### src/rtl/mc_controller_hs.sv
// Multicycle control FSM for the 16-bit CR16-style CPU with a req/ready memory
// handshake, a run gate at instruction fetch and a sticky bus-timeout fault.
module mc_controller_hs #(
  parameter int OPW     = 4,
  parameter int PSRL    = 5,
  parameter int TIMEOUT = 16,
  parameter int TO_W    = 8
) (
  input  logic            clk,
  input  logic            reset,
  input  logic [OPW-1:0]  OP_CODE,
  input  logic [OPW-1:0]  OP_EXT,
  input  logic [OPW-1:0]  branch_cond,
  input  logic [PSRL-1:0] PSR_OUT,
  input  logic            mem_ready,
  input  logic            run,
  output logic            mem_req,
  output logic            MEM_WR_S,
  output logic            MEM_S,
  output logic            PC_S,
  output logic [1:0]      WD_S,
  output logic [1:0]      ALUA_S,
  output logic [1:0]      ALUB_S,
  output logic            SE_SIGN,
  output logic            PC_EN,
  output logic            INSTR_EN,
  output logic            ALU_OUT_EN,
  output logic            MEM_REG_EN,
  output logic            PSR_EN,
  output logic            REG_WR,
  output logic            fault,
  output logic [2:0]      state_dbg
);

  typedef enum logic [3:0] {
    S_FETCH  = 4'd0,
    S_DECODE = 4'd1,
    S_EXEC   = 4'd2,
    S_WB     = 4'd3,
    S_MEMRD  = 4'd4,
    S_LDWB   = 4'd5,
    S_MEMWR  = 4'd6,
    S_BRANCH = 4'd7,
    S_FAULT  = 4'd8
  } state_t;

  localparam logic [OPW-1:0] OP_RTYPE = OPW'(4'b0000);
  localparam logic [OPW-1:0] OP_MEM   = OPW'(4'b0100);
  localparam logic [OPW-1:0] OP_ADDI  = OPW'(4'b0101);
  localparam logic [OPW-1:0] OP_MULI  = OPW'(4'b1001);
  localparam logic [OPW-1:0] OP_CMPI  = OPW'(4'b1011);
  localparam logic [OPW-1:0] OP_BCOND = OPW'(4'b1100);
  localparam logic [OPW-1:0] OP_MOVI  = OPW'(4'b1101);
  localparam logic [OPW-1:0] OP_LUI   = OPW'(4'b1111);
  localparam logic [OPW-1:0] EX_LOAD  = OPW'(4'b0000);
  localparam logic [OPW-1:0] EX_STOR  = OPW'(4'b0100);
  localparam logic [OPW-1:0] EX_JAL   = OPW'(4'b1000);
  localparam logic [OPW-1:0] EX_JCOND = OPW'(4'b1100);
  localparam logic [TO_W-1:0] TO_LIM  = TO_W'((TIMEOUT > 0) ? TIMEOUT - 1 : 0);

  state_t          r_state;
  state_t          w_next;
  logic            r_pend;
  logic            r_fault;
  logic [TO_W-1:0] r_cnt;
  logic            w_take;
  logic            w_hit;

  // PSR bit map is {N,Z,F,L,C} with C at bit 0.
  function automatic logic eval_cond(input logic [OPW-1:0] c, input logic [PSRL-1:0] p);
    logic n, z, f, l, cy;
    n  = p[4];
    z  = p[3];
    f  = p[2];
    l  = p[1];
    cy = p[0];
    case (4'(c))
      4'b0000: eval_cond = z;
      4'b0001: eval_cond = !z;
      4'b0010: eval_cond = cy;
      4'b0011: eval_cond = !cy;
      4'b0100: eval_cond = l;
      4'b0101: eval_cond = !l;
      4'b0110: eval_cond = n;
      4'b0111: eval_cond = !n;
      4'b1000: eval_cond = f;
      4'b1001: eval_cond = !f;
      4'b1010: eval_cond = !l && !z;
      4'b1011: eval_cond = l || z;
      4'b1100: eval_cond = !n && !z;
      4'b1101: eval_cond = n || z;
      4'b1110: eval_cond = 1'b1;
      default: eval_cond = 1'b0;
    endcase
  endfunction

  always_ff @(posedge clk) begin
    if (reset) begin
      r_state <= S_FETCH;
      r_pend  <= 1'b0;
      r_fault <= 1'b0;
      r_cnt   <= '0;
    end else begin
      r_state <= w_next;
      r_pend  <= (r_state == S_FETCH) && (w_next == S_FETCH) && mem_req;
      r_fault <= r_fault || (w_next == S_FAULT);
      r_cnt   <= (mem_req && !mem_ready) ? r_cnt + 1'b1 : '0;
    end
  end

  always_comb begin
    w_next     = r_state;
    mem_req    = 1'b0;
    MEM_WR_S   = 1'b0;
    MEM_S      = 1'b0;
    PC_S       = 1'b0;
    WD_S       = 2'b00;
    ALUA_S     = 2'b00;
    ALUB_S     = 2'b00;
    SE_SIGN    = 1'b0;
    PC_EN      = 1'b0;
    INSTR_EN   = 1'b0;
    ALU_OUT_EN = 1'b0;
    MEM_REG_EN = 1'b0;
    PSR_EN     = 1'b0;
    REG_WR     = 1'b0;
    w_take     = eval_cond(branch_cond, PSR_OUT);
    case (r_state)
      S_FETCH: begin
        // A pending request keeps going even if run drops mid-handshake.
        if (run || r_pend) begin
          mem_req = 1'b1;
          if (mem_ready) begin
            INSTR_EN = 1'b1;
            PC_EN    = 1'b1;
            ALUA_S   = 2'b01;
            ALUB_S   = 2'b10;
            w_next   = S_DECODE;
          end
        end
      end
      S_DECODE: begin
        if (OP_CODE == OP_RTYPE) begin
          w_next = S_EXEC;
        end else if (OP_CODE == OP_MEM) begin
          if (OP_EXT == EX_LOAD)                            w_next = S_MEMRD;
          else if (OP_EXT == EX_STOR)                       w_next = S_MEMWR;
          else if ((OP_EXT == EX_JCOND) || (OP_EXT == EX_JAL)) w_next = S_BRANCH;
          else                                              w_next = S_FETCH;
        end else if (OP_CODE == OP_BCOND) begin
          w_next = S_BRANCH;
        end else begin
          w_next = S_EXEC;
        end
      end
      S_EXEC: begin
        ALU_OUT_EN = 1'b1;
        PSR_EN     = (OP_CODE != OP_LUI);
        ALUB_S     = (OP_CODE == OP_RTYPE) ? 2'b00 : 2'b01;
        ALUA_S     = (OP_CODE == OP_MOVI) ? 2'b10 : 2'b00;
        SE_SIGN    = (OP_CODE == OP_ADDI) || (OP_CODE == OP_MULI) || (OP_CODE == OP_CMPI);
        w_next     = S_WB;
      end
      S_WB: begin
        REG_WR = 1'b1;
        WD_S   = (OP_CODE == OP_LUI) ? 2'b11 : 2'b00;
        w_next = S_FETCH;
      end
      S_MEMRD: begin
        mem_req = 1'b1;
        MEM_S   = 1'b1;
        if (mem_ready) begin
          MEM_REG_EN = 1'b1;
          w_next     = S_LDWB;
        end
      end
      S_LDWB: begin
        REG_WR = 1'b1;
        WD_S   = 2'b01;
        w_next = S_FETCH;
      end
      S_MEMWR: begin
        mem_req  = 1'b1;
        MEM_S    = 1'b1;
        MEM_WR_S = 1'b1;
        if (mem_ready) w_next = S_FETCH;
      end
      S_BRANCH: begin
        if (OP_CODE == OP_BCOND) begin
          if (w_take) begin
            PC_EN   = 1'b1;
            ALUA_S  = 2'b01;
            ALUB_S  = 2'b01;
            SE_SIGN = 1'b1;
          end
        end else if (OP_EXT == EX_JAL) begin
          REG_WR = 1'b1;
          WD_S   = 2'b10;
          PC_EN  = 1'b1;
          PC_S   = 1'b1;
        end else if (w_take) begin
          PC_EN = 1'b1;
          PC_S  = 1'b1;
        end
        w_next = S_FETCH;
      end
      default: w_next = S_FAULT;
    endcase
    // A ready arriving on the limit cycle wins over the timeout.
    w_hit = (TIMEOUT != 0) && mem_req && !mem_ready && (r_cnt == TO_LIM);
    if (w_hit) w_next = S_FAULT;
    fault     = r_fault;
    state_dbg = (r_state == S_FAULT) ? 3'd7 : r_state[2:0];
    if (reset) begin
      mem_req    = 1'b0;
      MEM_WR_S   = 1'b0;
      MEM_S      = 1'b0;
      PC_S       = 1'b0;
      WD_S       = 2'b00;
      ALUA_S     = 2'b00;
      ALUB_S     = 2'b00;
      SE_SIGN    = 1'b0;
      PC_EN      = 1'b0;
      INSTR_EN   = 1'b0;
      ALU_OUT_EN = 1'b0;
      MEM_REG_EN = 1'b0;
      PSR_EN     = 1'b0;
      REG_WR     = 1'b0;
      fault      = 1'b0;
      state_dbg  = 3'd0;
    end
  end

endmodule

### config.mk
export PLATFORM = sky130hd
export DESIGN_NAME = mc_controller_hs
export DESIGN_NICKNAME = d
export VERILOG_FILES = /design/src/rtl/mc_controller_hs.sv
export SDC_FILE = /design/constraint.sdc
export NUM_CORES = 1
export LEC_CHECK = 0
export ABC_AREA = 0
export CAP_MARGIN = 20
export CORE_ASPECT_RATIO = 0.5
export CORE_UTILIZATION = 38
export DETAILED_ROUTE_END_ITERATION = 10
export PLACE_DENSITY_LB_ADDON = 0.25
export SYNTH_ARGS = -nofsm -noshare
export SYNTH_HDL_FRONTEND = slang
export SYNTH_SLANG_ARGS = --single-unit
### constraint.sdc
create_clock -name clk -period 2 [get_ports clk]
set_clock_uncertainty 0.1 [all_clocks]
set_input_delay 0.4 -clock clk [delete_from_list [all_inputs] [get_ports clk]]
set_output_delay 0.4 -clock clk [all_outputs]
set_load 0.1 [all_outputs]
==> impl_metrics.json, run 1 <==
{
  "outcome": "finished with violations",
  "postRouteAntennaNets": 0,
  "cells_taking_the_most_area_after_synthesis": "dfxtp_1, nor2_1, nand2_1, nand3_1, nand2b_1",
  "max-clock-path-buffers": 2,
  "port_buffers": 41,
  "power_per_cell_area_nw_per_um2": 508.2,
  "route.detailed.wl_per_inst_um": 25.74,
  "grt_start_max_net_pins": 14,
  "yosys.cell_types.count": 54,
  "first_global_vias": 1778,
  "insertion_delay_ns": 0.25,
  "worstPathCellList": "dlygate4sd2_1 -> buf_6 -> nor2_2 -> o22ai_1 -> a311o_2 -> nor2_2 -> a21oi_4 -> buf_12",
  "critical_path.max_stage_delay_ns": 0.47,
  "maxSlewViolCount": 0,
  "fin_ws_ns": -0.6038,
  "timing.fmax_mhz": 384.0,
  "worst-path-max-fanout": 4,
  "synth_sequential_area_ratio_pct": 23.63,
  "hold_ws_ns": 0.3606,
  "layout.cells.non_filler": 295,
  "startpoint": "PSR_OUT[3]",
  "cp.required_ns": 1.50,
  "grt_pass1_wl_mm": 8.790,
  "yosys.area.top_type_share_pct": 23.63,
  "synth_commonest_cells": "nor2_1, dfxtp_1, nand2_1",
  "min-delay-path-class": "register to register",
  "fin_hold_viols": 0,
  "start_kind": "primary input",
  "tritoncts.num_buffers": 3,
  "r2r-start": "r_state[3]",
  "dieArea_um2": 3362,
  "final.period_utilization_pct": 130.2,
  "number_of_antenna_violations_at_the_first_check_in_global_routing": 1,
  "ys_ff_latch": 14,
  "antennaDiodeCount": 0,
  "cts.hold.buffers_added": 0,
  "initial_utilization_pct": 42.90,
  "reg2reg_to": "r_fault",
  "clock_root_buffer": "clkbuf_8",
  "dieWidth_um": 81.01,
  "violations_in_the_final_reports": "setup timing",
  "hold_start": "r_cnt[0]",
  "worst_setup_hold_path_clk_slew_ns": 0.05,
  "finalPower_mw": 1.372,
  "synth_largest_area_cell": "dfxtp_1",
  "drc": 0,
  "gp_congestion": 0.8854,
  "post_synth_inst_count": 166,
  "drt_wl_total_mm": 7.593,
  "timing_worst_setup_path_type": "primary input to output port",
  "synth-edff-count": 0,
  "yosys_warnings": 0,
  "rows": 13,
  "fraction_of_layout_cells_with_a_size_suffix_above_1_pct": 62.40,
  "leakage_nw": 1.085,
  "routed-via-count": 1957,
  "synth_async_sr_flop_share_pct": 0,
  "hold_path_depth": 1,
  "finish.net_count": 282,
  "grt_util_all_layers_pct": 34.78,
  "dpl.hpwl_mm": 2.924,
  "post_synth.cell_area_avg_um2": 7.145,
  "design.portCount": 42,
  "cts_max_level": 1,
  "preCtsSetupSlack_ns": -0.8968,
  "timing.hold.worst_endpoint": "r_cnt[0]",
  "drt_pass1_iterations": 5,
  "rsz0062_at_grt": "true",
  "ys.flop_type": "dfxtp_1",
  "synth_area_um2": 1186,
  "drt-vias-per-instance": 6.634,
  "cts_num_sinks": 14,
  "maxSlewHeadroom_pct": 64.49,
  "max_cap_viol": 0,
  "timing.critical_path.to_type": "output port",
  "reg2reg_slack_ns": -0.04,
  "utilization_pct": 97.65,
  "global_route.overflow_total": 0,
  "synthesis.nets": 188,
  "finalWorstPathRequiredPeriod_ns": 2.604,
  "finalSetupViolations": 20,
  "ir_drop_v": 0.0005940,
  "critical_path.most_common_cell": "nor2_2",
  "core_area_um2": 2765,
  "cp_slowest_cell": "a311o_2",
  "die_h_um": 41.51,
  "worstPathArrival_ns": 2.10,
  "r2r_cells": 9,
  "max_slew.worst_pin.slew_ns": 0.5271,
  "clock_tree_from_tritoncts": "yes",
  "drt_iter0_drc": 230,
  "area_growth_pct": 127.6,
  "placed_cells": 275,
  "synth_most_common_cell": "nor2_1"
}
report_power, final:
| group | total [mW] | switching (mW) | internal, mW |
|---|---|---|---|
| sequential | 0.325 | 0.0294 | 0.295 |
| combinational | 0.824 | 0.488 | 0.336 |
| clock | 0.223 | 0.0902 | 0.133 |
| total | 1.37 | 0.608 | 0.764 |
placed cells by master (no fill, tap or decap), types with 4 or more instances in the layout:
master | synthesis | routed
dlygate4sd2_1 | 0 | 7
nor2_2 | 0 | 8
buf_4 | 2 | 44
inv_1 | 4 | 4
and3_1 | 5 | 5
dfxtp_1 | 14 | 11
buf_6 | 0 | 12
nand2_1 | 13 | 8
buf_12 | 0 | 23
nand3_1 | 9 | 6
xor2_1 | 5 | 5
nor2_1 | 30 | 15
nor2_4 | 0 | 7
buf_2 | 2 | 4
nand2b_1 | 7 | 6
worst max-delay path, delay by kind of cell:
kind / cells / cell delay [ns]
buf+inv: 3 / 0.68
simple gates: 2 / 0.35
compound gates: 3 / 0.67
how the worst max path moves through the flow:
| stage | endpoint | slack [ns] | cells after the start |
|---|---|---|---|
| detailed placement | PC_EN | -0.90 | 8 |
| global placement | PC_S | -0.83 | 8 |
| CTS | SE_SIGN | -0.41 | 7 |
| finish | PC_S | -0.60 | 8 |
| global route | PC_S | -0.73 | 7 |
| floorplan | SE_SIGN | -1.23 | 5 |
registers in the layout (all words and copies together) (netlist names):
signal	flops
r_state	4
r_pend	1
r_fault	1
r_cnt	8
per-layer routing:
metal	vias to the layer above	GRT usage [%]	wire length (um)
li1	777	-	-
met2	200	60.67	3442
met5	-	0	12
met1	884	38.56	2525
met4	2	21.43	726
met3	94	7.473	886
cell type report:
type	instances	area, um2
Sequential cell	14	289.0
Tap cell	37	46.29
Inverter	4	15.01
Clock buffer	3	41.29
Timing Repair Buffer	98	1080
Multi-Input combinational cell	139	1229
Fill cell	42	65.06
cell families after synthesis:
family | synth area share, %
xor+xnor | 5.907
flops | 23.63
fa+ha+maj | 1.055
buf+inv | 4.957
compound gates | 19.20
simple gates | 44.41
mux | 0.8439
metrics by stage:
stage	TNS (ns)	cell area, um2
floorplan	-9.278	1334
global placement	-8.565	2240
detailed placement	-9.497	2240
CTS	-2.514	2550
global route	-5.898	2700
finish	-4.671	2700
timing repair:
| action | 4_1_cts | 5_1_grt |
|---|---|---|
| resized for setup | 94 | 31 |
| pin swaps | 18 | 14 |
| setup buffers | 7 | 11 |
| endpoints found under the setup margin | 21 | 33 |
Note: power is estimated with default switching activity, not from simulation.
==> run 2: changes to the inputs <==
--- a/config.mk
+++ b/config.mk
@@ -8,7 +8,7 @@
 export ABC_AREA = 0
 export CAP_MARGIN = 20
 export CORE_ASPECT_RATIO = 0.5
-export CORE_UTILIZATION = 38
+export CORE_UTILIZATION = 40
 export DETAILED_ROUTE_END_ITERATION = 10
 export PLACE_DENSITY_LB_ADDON = 0.25
 export SYNTH_ARGS = -nofsm -noshare
==> impl_metrics.json, run 2 <==
{
  "yosys_warnings": 0,
  "synth_sequential_area_ratio_pct": 23.63,
  "worst_path_end_type": "output port",
  "outcome": "stopped before the end",
  "port_buffers": 41,
  "synth_area_um2": 1186,
  "yosys.cell_types.count": 54,
  "ys.flop_type": "dfxtp_1",
  "cells_taking_the_most_area_after_synthesis": "dfxtp_1, nor2_1, nand2_1, nand3_1, nand2b_1",
  "post_synth.cell_area_avg_um2": 7.145,
  "cts_max_level": 1,
  "dieWidth_um": 79.01,
  "dpl.hpwl_mm": 3.074,
  "yosys.area.top_type_share_pct": 23.63,
  "lastStage": "5_1_grt",
  "synthesis.nets": 188,
  "synth_commonest_cells": "nor2_1, dfxtp_1, nand2_1",
  "synth-edff-count": 0,
  "cts_num_sinks": 14,
  "synth_largest_area_cell": "dfxtp_1",
  "die_h_um": 40.51,
  "crit_endpoint": "SE_SIGN",
  "max-clock-path-buffers": 2,
  "firstError": "[ERROR DPL-0038] Utilization greater than 100%, impossible to legalize",
  "grt_start_max_net_pins": 14,
  "gp_congestion": 0.8543,
  "synth_most_common_cell": "nor2_1",
  "design.portCount": 42,
  "placed_cells": 271,
  "clock_root_buffer": "clkbuf_8",
  "preCtsSetupSlack_ns": -0.8568,
  "rows": 13,
  "post_synth_inst_count": 166,
  "tritoncts.num_buffers": 3,
  "synth_async_sr_flop_share_pct": 0,
  "ys_ff_latch": 14,
  "initial_utilization_pct": 43.93
}
## run 2: cell counts after synthesis
No cell type changed its count.
## run 2: cells by family after synthesis
logic type | synth area share [%]
muxes | 0.8439
xor gates and xnor gates | 5.907
and+or+nand+nor | 44.41
buffers and inverters | 4.957
AOI/OAI and AO/OA | 19.20
DFF | 23.63
adders and majority gates | 1.055
## run 2: stage by stage
step | TNS [ns] | hold slack, ns | area (um2)
floorplan | -9.278 | 0.3130 | 1334
global placement | -8.176 | 0.3237 | 2210
detailed placement | -8.758 | 0.3412 | 2210
CTS | -2.347 | 0.3509 | 2507
## run 2: what timing repair did
action                                  CTS
endpoints found under the setup margin   21
hold buffers                              0
setup buffers                             9
resized for setup                        93
pin swaps                                24
==> run 3: changes to the inputs <==
--- a/config.mk
+++ b/config.mk
@@ -7,10 +7,10 @@
 export LEC_CHECK = 0
 export ABC_AREA = 0
 export CAP_MARGIN = 20
-export CORE_ASPECT_RATIO = 0.5
-export CORE_UTILIZATION = 40
+export CORE_AREA = 2 2 63 65
 export DETAILED_ROUTE_END_ITERATION = 10
-export PLACE_DENSITY_LB_ADDON = 0.25
+export DIE_AREA = 0 0 65 67
+export PLACE_DENSITY_LB_ADDON = 0.15
 export SYNTH_ARGS = -nofsm -noshare
 export SYNTH_HDL_FRONTEND = slang
 export SYNTH_SLANG_ARGS = --single-unit
==> constraint.sdc (replaced) <==
create_clock -name clk -period 2.6 [get_ports clk]
set_clock_uncertainty 0.1 [all_clocks]
set_input_delay 0.52 -clock clk [delete_from_list [all_inputs] [get_ports clk]]
set_output_delay 0.52 -clock clk [all_outputs]
set_load 0.1 [all_outputs]
==> impl_metrics.json, run 3 (synthesis gave the netlist of run 1 again) <==
{
  "insertion_delay_ns": 0.24,
  "worstPathArrival_ns": 2.06,
  "design.portCount": 42,
  "number_of_flip_flops_in_the_largest_register": 8,
  "dpl.hpwl_mm": 2.880,
  "worst-path-max-fanout": 3,
  "max_cap_viol": 0,
  "die_h_um": 67,
  "r2r-start": "r_state[1]",
  "final.period_utilization_pct": 103.1,
  "critical_path.max_stage_delay_ns": 0.39,
  "gp_congestion": 0.8078,
  "mostFrequentLayoutCell": "buf_4",
  "drt_pass1_iterations": 4,
  "p_clk_share_pct": 18.3,
  "routed-via-count": 1448,
  "initial_utilization_pct": 32.89,
  "max-clock-path-buffers": 2,
  "finalPower_uw": 917.2,
  "hold_ws_ns": 0.3375,
  "start_kind": "primary input",
  "grt_util_all_layers_pct": 18.45,
  "number_of_antenna_violations_at_the_first_check_in_global_routing": 0,
  "dieWidth_um": 65,
  "switching_share_pct": 41.29,
  "clock_tree_from_tritoncts": "yes",
  "clock_root_buffer": "clkbuf_8",
  "finalSetupViolations": 3,
  "dieArea_um2": 4355,
  "grt_pass1_wl_mm": 6.320,
  "drt_wl_total_mm": 3.922,
  "first_global_vias": 1447,
  "postRouteAntennaNets": 0,
  "maxSlewViolCount": 0,
  "port_buffers": 41,
  "rsz0062_at_grt": "true",
  "finish.net_count": 265,
  "worst_setup_hold_path_clk_slew_ns": 0.05,
  "fraction_of_layout_cells_with_a_size_suffix_above_1_pct": 47.30,
  "power_per_cell_area_nw_per_um2": 378.0,
  "mostFrequentLayoutCells": "buf_4, nor2_1, buf_12",
  "finalWorstPathRequiredPeriod_ns": 2.682,
  "ir_drop_v": 0.0004677,
  "outcome": "finished with violations",
  "fillers": 302,
  "max_slew.worst_pin.slew_ns": 0.3973,
  "cp.required_ns": 1.98,
  "drt_iter0_drc": 46,
  "violations_in_the_final_reports": "setup timing",
  "global_route.overflow_total": 0,
  "stdcell_area_um2": 2426,
  "startpoint": "branch_cond[2]",
  "reg_top3": "r_cnt: 8 flops, r_state: 4 flops",
  "rows": 22,
  "core_area_um2": 3606,
  "area_growth_pct": 104.5,
  "min-delay-path-class": "register to register",
  "intPower_uw": 538.5,
  "antennaDiodeCount": 0,
  "placed_area_um2": 2173,
  "reg_with_most_ffs": "r_cnt",
  "cp_slowest_cell": "or3b_4",
  "worstPathCellList": "buf_8 -> or3b_4 -> a2111oi_4 -> a311o_2 -> buf_6 -> nor2_4 -> a21oi_4 -> buf_12",
  "cts_num_sinks": 14,
  "fin_hold_viols": 0,
  "hold_start": "r_cnt[0]",
  "cts_max_level": 1,
  "seqPwrFrac_pct": 26.8,
  "leakage_nw": 0.9956,
  "drt-vias-per-instance": 5.010,
  "maxSlewHeadroom_pct": 73.18,
  "grt_start_max_net_pins": 17,
  "fin_ws_ns": -0.08163,
  "drc": 0,
  "combPwrFrac_pct": 54.9,
  "p_sw_uw": 378.7,
  "tritoncts.num_buffers": 3,
  "timing.critical_path.to_type": "output port",
  "route.detailed.wl_per_inst_um": 13.57,
  "timing.fmax_mhz": 372.9,
  "timing_worst_setup_path_type": "primary input to output port"
}
==> run 3: per-stage QoR <==
stage / setup WS [ns] / TNS (ns) / util (%) / cells
2_1_floorplan: -0.8267 / -3.254 / - / 166
3_3_place_gp: -0.4406 / -2.390 / 60.27 / 278
3_5_place_dp: -0.4733 / -2.687 / 60.27 / 278
4_1_cts: -0.08504 / -0.2073 / 65.54 / 288
5_1_grt: -0.1402 / -0.5274 / 67.28 / 289
6_report: -0.08163 / -0.2000 / 67.28 / 289
==> run 3: worst paths after layout <==
| check | endpoint | slack [ns] | cells past startpoint |
|---|---|---|---|
| max | PC_EN | -0.08 | 8 |
| min | r_cnt[0] | 0.34 | 1 |
| min reg2reg | r_cnt[0] | 0.34 | 1 |
| max reg2reg | r_fault | 0.89 | 5 |
==> run 3: power groups by stage <==
stage	combinational [mW]	clock [mW]	sequential (mW)
detailed placement	0.472	0	0.250
global route	0.533	0.183	0.248
finish	0.504	0.168	0.246
global placement	0.466	0	0.248
CTS	0.491	0.178	0.245
floorplan	0.298	0	0.240
==> run 3: final cells by class <==
class                           instances  area (um2)  share of cell area, %
Clock buffer                            3       41.29                  1.702
Inverter                                4       15.01                 0.6189
Multi-Input combinational cell        139        1102                  45.44
Sequential cell                        14       282.8                  11.66
Tap cell                               48       60.06                  2.475
Timing Repair Buffer                   81       924.6                  38.11
==> run 3: layer usage <==
layer | track usage, % | vias up | part of all wire (%)
met5 | 0 | - | 0
met4 | 7.181 | 0 | 0.92
met3 | 1.858 | 4 | 3.8
met2 | 32.35 | 30 | 50
met1 | 23.14 | 675 | 46
li1 | - | 739 | -
==> run 3: critical path, delay by kind of cell <==
kind / cells / cell delay (ns)
compound gates: 3 / 0.70
buf+inv: 3 / 0.41
simple gates: 2 / 0.43
==> run 3: what timing repair did <==
action | in CTS | in global routing
endpoints found under the setup margin | 7 | 6
hold buffers | 0 | 0
gates resized for setup | 58 | 11
pin swaps | 20 | 10
gates cloned | 0 | 0
buffers inserted | 7 | 1
==> run 4: changes to the inputs <==
--- a/config.mk
+++ b/config.mk
@@ -8,6 +8,7 @@
 export ABC_AREA = 0
 export CAP_MARGIN = 20
 export CORE_AREA = 2 2 63 65
+export CTS_BUF_LIST = sky130_fd_sc_hd__clkbuf_16
 export DETAILED_ROUTE_END_ITERATION = 10
 export DIE_AREA = 0 0 65 67
 export PLACE_DENSITY_LB_ADDON = 0.15
==> impl_metrics.json, run 4 (synthesis gave the netlist of run 1 again) <==
{
  "power_per_cell_area_nw_per_um2": 417.1,
  "clock_tree_from_tritoncts": "yes",
  "start_kind": "primary input",
  "global_route.overflow_total": 0,
  "finalSetupViolations": 4,
  "max_cap_viol": 0,
  "timing.critical_path.to_type": "output port",
  "dpl.hpwl_mm": 2.880,
  "cp.required_ns": 1.98,
  "fin_ws_ns": -0.08166,
  "p_clk_share_pct": 26.8,
  "hold_ws_ns": 0.3373,
  "preCtsSetupSlack_ns": -0.4733,
  "grt_pass1_wl_mm": 6.410,
  "min-delay-path-class": "register to register",
  "fin_hold_viols": 0,
  "reg_top3": "r_cnt: 8 flops, r_state: 4 flops",
  "seqPwrFrac_pct": 24.0,
  "combPwrFrac_pct": 49.2,
  "design.portCount": 42,
  "route.detailed.wl_per_inst_um": 13.76,
  "cts.hold.buffers_added": 0,
  "postRouteAntennaNets": 0,
  "drc": 0,
  "p_sw_uw": 388.5,
  "outcome": "finished with violations",
  "finalWorstPathRequiredPeriod_ns": 2.682,
  "reg_with_most_ffs": "r_cnt",
  "number_of_antenna_violations_at_the_first_check_in_global_routing": 0,
  "fraction_of_layout_cells_with_a_size_suffix_above_1_pct": 46.89,
  "drt_pass1_iterations": 4,
  "rows": 22,
  "core_area_um2": 3606,
  "maxSlewHeadroom_pct": 71.21,
  "routed-via-count": 1447,
  "first_global_vias": 1445,
  "switching_share_pct": 37.88,
  "die_h_um": 67,
  "drt_iter0_drc": 64,
  "clock_root_buffer": "clkbuf_16",
  "mostFrequentLayoutCells": "buf_4, nor2_1, buf_12",
  "insertion_delay_ns": 0.24,
  "max-clock-path-buffers": 2,
  "gp_congestion": 0.8078,
  "dieWidth_um": 65,
  "rsz0062_at_grt": "true",
  "final.period_utilization_pct": 103.1,
  "leakage_nw": 1.010,
  "drt_wl_total_mm": 3.978,
  "worstPathArrival_ns": 2.06,
  "cts_max_level": 1,
  "maxSlewViolCount": 0,
  "cts_num_sinks": 14,
  "max_slew.worst_pin.slew_ns": 0.4313,
  "tritoncts.num_buffers": 3,
  "dieArea_um2": 4355,
  "worst_setup_hold_path_clk_slew_ns": 0.04,
  "port_buffers": 41,
  "ir_drop_v": 0.0004194,
  "antennaDiodeCount": 0,
  "mostFrequentLayoutCell": "buf_4",
  "grt_util_all_layers_pct": 18.66,
  "intPower_uw": 637.0,
  "number_of_flip_flops_in_the_largest_register": 8,
  "grt_start_max_net_pins": 17,
  "finish.net_count": 265,
  "initial_utilization_pct": 32.89,
  "worst-path-max-fanout": 3,
  "timing_worst_setup_path_type": "primary input to output port",
  "drt-vias-per-instance": 5.007,
  "violations_in_the_final_reports": "setup timing",
  "area_growth_pct": 107.3,
  "timing.fmax_mhz": 372.9
}
[run 4: cell types whose count changed in the layout (fill, tap and decap cells not counted)]
cell       before  now
clkbuf_16       1    4
clkbuf_8        3    0
dfxtp_1        12   13
dfxtp_2         2    1
[run 4: repair_timing]
action                                  CTS  global route
pin swaps                                20            10
gates resized for setup                  58            10
endpoints found under the setup margin    7             6
buffers inserted                          7             1
[run 4: power by group through the flow]
stage / clock network, mW / registers, mW / logic [mW]
after floorplan: 0 / 0.240 / 0.298
final: 0.275 / 0.247 / 0.504
after global placement: 0 / 0.248 / 0.466
after detailed placement: 0 / 0.250 / 0.472
after global routing: 0.293 / 0.249 / 0.533
after CTS: 0.284 / 0.246 / 0.491
[run 4: worst paths after layout]
kind             startpoint        to  slack [ns]  depth (start not counted)
max reg2reg      r_state[2]    r_pend        0.75                          5
min reg2reg        r_cnt[0]  r_cnt[0]        0.34                          1
min                r_cnt[0]  r_cnt[0]        0.34                          1
max          branch_cond[2]     PC_EN       -0.08                          8
[run 4: critical path, stage by stage]
cell,delay (ns)
buf_8,0.10
or3b_4,0.39
a2111oi_4,0.34
a311o_2,0.22
buf_6,0.12
nor2_4,0.04
a21oi_4,0.14
buf_12,0.19
[run 4: area by class of cell]
| class | count | area, um2 |
|---|---|---|
| clock buffers | 3 | 75.07 |
| fillers | 296 | 1147 |
| inverters | 4 | 15.01 |
| multi-input cells | 139 | 1102 |
| flip-flops and latches | 14 | 281.5 |
| well taps | 48 | 60.06 |
| repair buffers | 81 | 924.6 |
[run 4: per-stage QoR]
stage               cell area (um2)  total power, mW  utilization [%]  std cells  setup TNS, ns
finish                         2459            1.026            68.18        289        -0.2051
detailed placement             2173           0.7219            60.27        278         -2.687
floorplan                      1319           0.5376                -        166         -3.254
global placement               2173           0.7138            60.27        278         -2.390
CTS                            2397            1.021            66.48        288        -0.2073
global route                   2459            1.074            68.18        289        -0.5274
[run 4: per-layer routing]
metal / GRT usage (%) / up-vias / routed length [um]
li1: - / 736 / -
met1: 23.24 / 667 / 1791
met2: 32.73 / 36 / 1944
met3: 2.027 / 8 / 161
met4: 7.447 / 0 / 82
met5: 0 / - / 0
